--- src/rtl/postbox_pkg.sv ---
// Shared types and defaults for the POST engine byte bridge.
package postbox_pkg;

    localparam int DEFAULT_FIFO_DEPTH = 16;

    typedef enum logic [1:0] {
        RX_IDLE = 2'd0,
        RX_ACK  = 2'd1,
        RX_WAIT = 2'd2
    } rx_state_t;

    typedef enum logic [1:0] {
        TX_IDLE  = 2'd0,
        TX_START = 2'd1,
        TX_WAIT  = 2'd2,
        TX_HOLD  = 2'd3
    } tx_state_t;

endpackage

--- src/rtl/postbox_sync_fifo.sv ---
// First-word fall-through circular FIFO; pointers carry one extra wrap bit.
module postbox_sync_fifo
    import postbox_pkg::*;
#(
    parameter int  WIDTH   = 8,
    parameter int  DEPTH   = DEFAULT_FIFO_DEPTH,
    localparam int AW      = $clog2(DEPTH),
    localparam int LEVEL_W = AW + 1
) (
    input  logic               refclk,
    input  logic               reset_n,
    input  logic               push,
    input  logic               pop,
    input  logic               flush,
    input  logic [WIDTH-1:0]   din,
    output logic [WIDTH-1:0]   dout,
    output logic               full,
    output logic               empty,
    output logic [LEVEL_W-1:0] level
);

    localparam logic [AW:0] PTR_INC = (AW + 1)'(1);

    logic [WIDTH-1:0] mem_q [DEPTH];
    logic [AW:0]      wr_ptr_q, wr_ptr_d;
    logic [AW:0]      rd_ptr_q, rd_ptr_d;
    logic             push_ok;
    logic             pop_ok;

    assign empty   = (wr_ptr_q == rd_ptr_q);
    assign full    = (wr_ptr_q[AW] != rd_ptr_q[AW]) &&
                     (wr_ptr_q[AW-1:0] == rd_ptr_q[AW-1:0]);
    assign level   = wr_ptr_q - rd_ptr_q;
    assign push_ok = push && !full && !flush;
    assign pop_ok  = pop && !empty && !flush;

    // Head is forced to zero when empty so the output never shows stale storage.
    assign dout = empty ? '0 : mem_q[rd_ptr_q[AW-1:0]];

    always_comb begin
        wr_ptr_d = wr_ptr_q;
        rd_ptr_d = rd_ptr_q;
        if (flush) begin
            wr_ptr_d = '0;
            rd_ptr_d = '0;
        end else begin
            if (push_ok) wr_ptr_d = wr_ptr_q + PTR_INC;
            if (pop_ok)  rd_ptr_d = rd_ptr_q + PTR_INC;
        end
    end

    always_ff @(posedge refclk or negedge reset_n) begin
        if (!reset_n) begin
            wr_ptr_q <= '0;
            rd_ptr_q <= '0;
        end else begin
            wr_ptr_q <= wr_ptr_d;
            rd_ptr_q <= rd_ptr_d;
        end
    end

    always_ff @(posedge refclk) begin
        if (push_ok) mem_q[wr_ptr_q[AW-1:0]] <= din;
    end

endmodule

--- src/rtl/postbox_bridge.sv ---
// Bridges the POST engine byte handshake to host valid/ready streams,
// buffering each direction in its own FIFO.
module postbox_bridge
    import postbox_pkg::*;
#(
    parameter int  FIFO_DEPTH = DEFAULT_FIFO_DEPTH,
    localparam int LEVEL_W    = $clog2(FIFO_DEPTH) + 1
) (
    input  logic               refclk,
    input  logic               reset_n,
    input  logic [7:0]         post_rxout,
    input  logic               post_rxfull,
    output logic               post_rxreset,
    output logic [7:0]         post_txin,
    input  logic               post_txempty,
    output logic               post_txstart,
    output logic [7:0]         host_rx_data,
    output logic               host_rx_valid,
    input  logic               host_rx_ready,
    input  logic [7:0]         host_tx_data,
    input  logic               host_tx_valid,
    output logic               host_tx_ready,
    input  logic               flush,
    output logic [LEVEL_W-1:0] rx_level,
    output logic [LEVEL_W-1:0] tx_level
);

    rx_state_t  rx_state_q, rx_state_d;
    tx_state_t  tx_state_q, tx_state_d;
    logic [7:0] post_txin_q, post_txin_d;
    logic       rx_push, rx_full, rx_empty;
    logic       tx_pop, tx_full, tx_empty;
    logic [7:0] tx_dout;

    postbox_sync_fifo #(.WIDTH(8), .DEPTH(FIFO_DEPTH)) u_rx_fifo (
        .refclk (refclk),
        .reset_n(reset_n),
        .push   (rx_push),
        .pop    (host_rx_ready),
        .flush  (flush),
        .din    (post_rxout),
        .dout   (host_rx_data),
        .full   (rx_full),
        .empty  (rx_empty),
        .level  (rx_level)
    );

    postbox_sync_fifo #(.WIDTH(8), .DEPTH(FIFO_DEPTH)) u_tx_fifo (
        .refclk (refclk),
        .reset_n(reset_n),
        .push   (host_tx_valid),
        .pop    (tx_pop),
        .flush  (flush),
        .din    (host_tx_data),
        .dout   (tx_dout),
        .full   (tx_full),
        .empty  (tx_empty),
        .level  (tx_level)
    );

    assign host_rx_valid = !rx_empty;
    assign host_tx_ready = !tx_full;
    assign post_txin     = post_txin_q;

    // RX_WAIT keeps the same byte from being pushed twice while rxfull is still high.
    always_comb begin
        rx_state_d   = rx_state_q;
        rx_push      = 1'b0;
        post_rxreset = 1'b0;
        if (flush) begin
            rx_state_d = RX_IDLE;
        end else begin
            case (rx_state_q)
                RX_IDLE: begin
                    if (post_rxfull && !rx_full) begin
                        rx_push    = 1'b1;
                        rx_state_d = RX_ACK;
                    end
                end
                RX_ACK: begin
                    post_rxreset = 1'b1;
                    rx_state_d   = RX_WAIT;
                end
                RX_WAIT: begin
                    if (!post_rxfull) rx_state_d = RX_IDLE;
                end
                default: rx_state_d = RX_IDLE;
            endcase
        end
    end

    // txin is only reloaded on a pop; the engine samples it later, at shift start.
    always_comb begin
        tx_state_d   = tx_state_q;
        post_txin_d  = post_txin_q;
        tx_pop       = 1'b0;
        post_txstart = 1'b0;
        if (flush) begin
            tx_state_d = TX_IDLE;
        end else begin
            case (tx_state_q)
                TX_IDLE: begin
                    if (!tx_empty && post_txempty) begin
                        tx_pop      = 1'b1;
                        post_txin_d = tx_dout;
                        tx_state_d  = TX_START;
                    end
                end
                TX_START: begin
                    post_txstart = 1'b1;
                    tx_state_d   = TX_WAIT;
                end
                TX_WAIT: begin
                    if (!post_txempty) tx_state_d = TX_HOLD;
                end
                TX_HOLD: begin
                    if (post_txempty) tx_state_d = TX_IDLE;
                end
                default: tx_state_d = TX_IDLE;
            endcase
        end
    end

    always_ff @(posedge refclk or negedge reset_n) begin
        if (!reset_n) begin
            rx_state_q  <= RX_IDLE;
            tx_state_q  <= TX_IDLE;
            post_txin_q <= '0;
        end else begin
            rx_state_q  <= rx_state_d;
            tx_state_q  <= tx_state_d;
            post_txin_q <= post_txin_d;
        end
    end

endmodule

--- config.mk ---
export PLATFORM = sky130hd
export DESIGN_NAME = postbox_bridge
export DESIGN_NICKNAME = d
export VERILOG_FILES = /design/src/rtl/postbox_pkg.sv /design/src/rtl/postbox_sync_fifo.sv /design/src/rtl/postbox_bridge.sv
export SDC_FILE = /design/constraint.sdc
export NUM_CORES = 1
export LEC_CHECK = 0
export CAP_MARGIN = 40
export CORE_MARGIN = 3
export CORE_UTILIZATION = 40
export CTS_BUF_LIST = sky130_fd_sc_hd__clkbuf_4
export DETAILED_ROUTE_END_ITERATION = 8
export PLACE_DENSITY = 0.63
export SYNTH_ARGS = -nofsm -noshare
export SYNTH_HDL_FRONTEND = slang
export SYNTH_HIERARCHICAL = 1
export SYNTH_SLANG_ARGS = --single-unit
--- constraint.sdc ---
create_clock -name refclk -period 3.7 [get_ports refclk]
set_input_delay 0.555 -clock refclk [delete_from_list [all_inputs] [get_ports refclk]]
set_output_delay 0.555 -clock refclk [all_outputs]
set_load 0.02 [all_outputs]
==> key figures <==
Placed design
  – GPL Wtd Cong: 0.863
  – Post-place instance area: 13200 sq um
  – IO buf count: 52
  – Dpl hpwl: 17.5 mm

Yosys
  – Synth top area cells: edfxtp_1 64%, mux4_2 12%, dfrtp_1 6.7%
  – Ys Warns: 6
  – Most common cell in the synthesized netlist: edfxtp_1
  – Syn Inst Count: 671
  – Syn_nets: 718
  – Post-synth EDFFs: 256
  – Sequential area share after synthesis: 70.6%
  – Synth async-reset ratio: 11.1%
  – Synthesized area: 12000 sq um
  – Leading area contributor after synthesis: edfxtp_1
  – Post-synth top flop: edfxtp_1
  – Most instantiated cells after synthesis: 256 x edfxtp_1, 62 x mux4_2, 43 x nor2_1, 40 x nand2_1, 32 x dfrtp_1
  – Yosys reg bits: 288
  – Synth top area share: 64.0%
  – Synth cell types: 45
  – Mapped Avg Cell Area: 17.9 sq um

STA
  – Tcrit/Tclk final: 97.9%
  – Slew headroom: 42.7%
  – Least-Margin Pin Slew: 0.860 ns
  – Fin crit period: 3.62 ns
  – Fin. max-slew vios: 0
  – Final TNS setup: 0 ns
  – Final setup violation count: 0
  – Max Clock Freq: 276 MHz
  – Hold Violations, Final: 0
  – Clock Skews: 0.0769 ns

Worst setup path
  – R2R cell count: 10
  – Crit Path Class: reg2out
  – Count of buffer and inverter cells on the critical path: 2
  – Worst EP arrival: 3.07 ns
  – R2R Path End: u_rx_fifo/mem_q[1][1]
  – Slowest CP cell: clkdlybuf4s50_1
  – Worst-path cell chain: ha_1 > nand4_1 > nor2_4 > buf_4 > a211oi_1 > clkdlybuf4s50_1
  – Crit-path leading delay family: buffers and inverters
  – CP max FO: 10
  – Reg2reg start: u_rx_fifo/wr_ptr_q[2]
  – CP endpoint kind: output pin
  – Critical Path Max Stage Delay: 0.67 ns
  – Stages on the worst setup path: 6
  – Internal reg-to-reg setup slack: 0.37 ns
  – Critical Path RT: 3.14 ns
  – Crit start category: flop

Floorplanning
  – Initial core utilization: 41.2%
  – Core ar.: 29200 sq um
  – Die Width: 179 um
  – I/O pins: 53
  – Row count: 62
  – Full die area: 32200 sq um
  – Die height: 179 um

Power and ir drop
  – Power Density: 515 nW/um^2
  – Power Total: 7.31 mW
  – P_leak: 4.96 nW
  – Maximum vdd drop: 0.000349 V

Clock tree
  – Number of buffers created by CTS: 74
  – Clock buffer depth: 3
  – CTS tree: done
  – Sink Count: 288
  – CTS root buf: clkbuf_4
  – Clock Latency Late Sink: 0.69 ns
  – Worst-path clk slew: 0.06 ns
  – H-Tree Level Count: 3

Worst hold path
  – Hold Path Origin: rx_state_q[1]
  – Hold EP: rx_state_q[0]
  – Hold Path Stages: 1
  – Hold WC Path Type: reg2reg

Detailed routing
  – Initial drt markers: 624
  – Vias: 6807
  – DRT Pass-1 Iters: 6
  – Routed Antenna Nets: 0
  – Residual DRC: 0
  – Vias per cell: 5.39
  – Wirelength, routed: 27.0 mm
  – Drt wl/cell: 21.4 um

Finish
  – Fillers: 2545
  – Share of cells above drive strength 1: 28.8%
  – Nets: 869
  – Post-route cell area: 14200 sq um
  – Layout area overhead: 18.1%

Flow run
  – Max_cap viols: 0

GRT
  – First-pass GRT wire length: 41.4 mm
  – Initial antenna violation count: 1
  – Overflow left after global routing: 0
  – Tot GR Track Use: 17.2%
  – Largest net degree at the start of global routing: 36
  – Vias in the first global route: 7124

Status
  – Status: finished clean
==> through the flow <==
| step | hold slack (ns) | instances | utilization, % | setup slack (ns) |
|---|---|---|---|---|
| 6_report | 0.504 | 1262 | 48.7 | 0.0780 |
| 5_1_grt | 0.533 | 1262 | 48.7 | -0.0196 |
| 4_1_cts | 0.493 | 1256 | 48.5 | -0.0148 |
| 3_5_place_dp | 0.501 | 1124 | 45.2 | 0.519 |
| 3_3_place_gp | 0.493 | 1124 | 45.2 | 0.593 |
| 2_1_floorplan | 0.259 | 671 | - | 0.337 |
==> layout make-up <==
class | instances | area, sq um | share of cell area, %
Sequential cell | 288 | 8490 | 59.8
Timing Repair Buffer | 104 | 913 | 6.44
Inverter | 22 | 86.3 | 0.608
Clock buffer | 110 | 826 | 5.82
Antenna cell | 1 | 2.50 | 0.0176
Multi-Input combinational cell | 332 | 3280 | 23.1
Tap cell | 384 | 480 | 3.39
Clock inverter | 21 | 109 | 0.767
==> worst max-delay path by stage <==
| stage | from | end | slack, ns |
|---|---|---|---|
| 5_1_grt | u_rx_fifo/rd_ptr_q[1] | host_rx_data[1] | -0.02 |
| 2_1_floorplan | u_rx_fifo/rd_ptr_q[3] | u_rx_fifo/mem_q[0][0] | 0.34 |
| 4_1_cts | u_rx_fifo/wr_ptr_q[2] | host_rx_data[6] | -0.01 |
| 6_report | u_rx_fifo/wr_ptr_q[2] | host_rx_data[1] | 0.08 |
| 3_5_place_dp | u_rx_fifo/rd_ptr_q[2] | u_rx_fifo/mem_q[1][0] | 0.52 |
| 3_3_place_gp | u_rx_fifo/rd_ptr_q[2] | u_rx_fifo/mem_q[0][0] | 0.59 |
==> cells in the final DEF, fill, tap and decap left out, types with 12 or more instances in the layout <==
cell             count
xnor2_1             14
dfrtp_1             29
edfxtp_1           256
buf_4               50
clkbuf_4           110
clkdlybuf4s50_1     49
mux4_2              62
a211oi_1            20
inv_1               18
clkinv_1            12
ha_1                22
mux2i_1             22
nor2_1              43
nand2_1             40
and3_1              14
==> worst register-to-register path, delay by kind of cell, from the launching register on <==
kind,cells,cell delay (ns)
AOI/OAI and AO/OA,1,0.36
adders and majority gates,1,0.43
buffers and inverters,3,0.52
DFF,1,0.50
and+or+nand+nor,5,1.23
==> cell families after synthesis <==
| family | count (synthesis) | synth area share (%) |
|---|---|---|
| AOI/OAI and AO/OA | 51 | 2.84 |
| and+or+nand+nor | 142 | 5.72 |
| adders and majority gates | 24 | 2.62 |
| DFF | 288 | 70.6 |
| buffers and inverters | 51 | 2.11 |
| xor gates and xnor gates | 22 | 1.67 |
| muxes | 93 | 14.4 |
==> repair_timing <==
item / 4_1_cts / 5_1_grt
gates resized for setup: 3 / 4
buffers inserted: 0 / 5
hold buffers: 1 / 0
endpoints found under the setup margin: 2 / 11
endpoints found under the hold margin: 28 / 0
pin swaps: 1 / 1
==> registers in the layout (all words and copies together), names as in the netlist <==
register and count:
post_txin 8, rx_state_q 2, tx_state_q 2, u_rx_fifo/mem_q 128, u_rx_fifo/rd_ptr_q 5, u_rx_fifo/wr_ptr_q 5
u_tx_fifo/mem_q 128, u_tx_fifo/rd_ptr_q 5, u_tx_fifo/wr_ptr_q 5
==> routing by layer <==
| layer | share of wire [%] | track usage [%] | vias to the layer above |
|---|---|---|---|
| met4 | 2.3 | 6.31 | 0 |
| met2 | 50 | 28.3 | 256 |
| li1 | - | - | 2996 |
| met1 | 42 | 22.9 | 3503 |
| met5 | 0 | 0 | - |
| met3 | 5.6 | 3.58 | 52 |
==> power breakdown <==
| group | switching [mW] | internal, mW | total (mW) |
|---|---|---|---|
| registers | 0.0494 | 3.62 | 3.67 |
| logic | 0.536 | 0.465 | 1.00 |
| clock network | 1.27 | 1.37 | 2.64 |
| total | 1.85 | 5.46 | 7.31 |
Note: power is estimated with default switching activity, not from simulation.
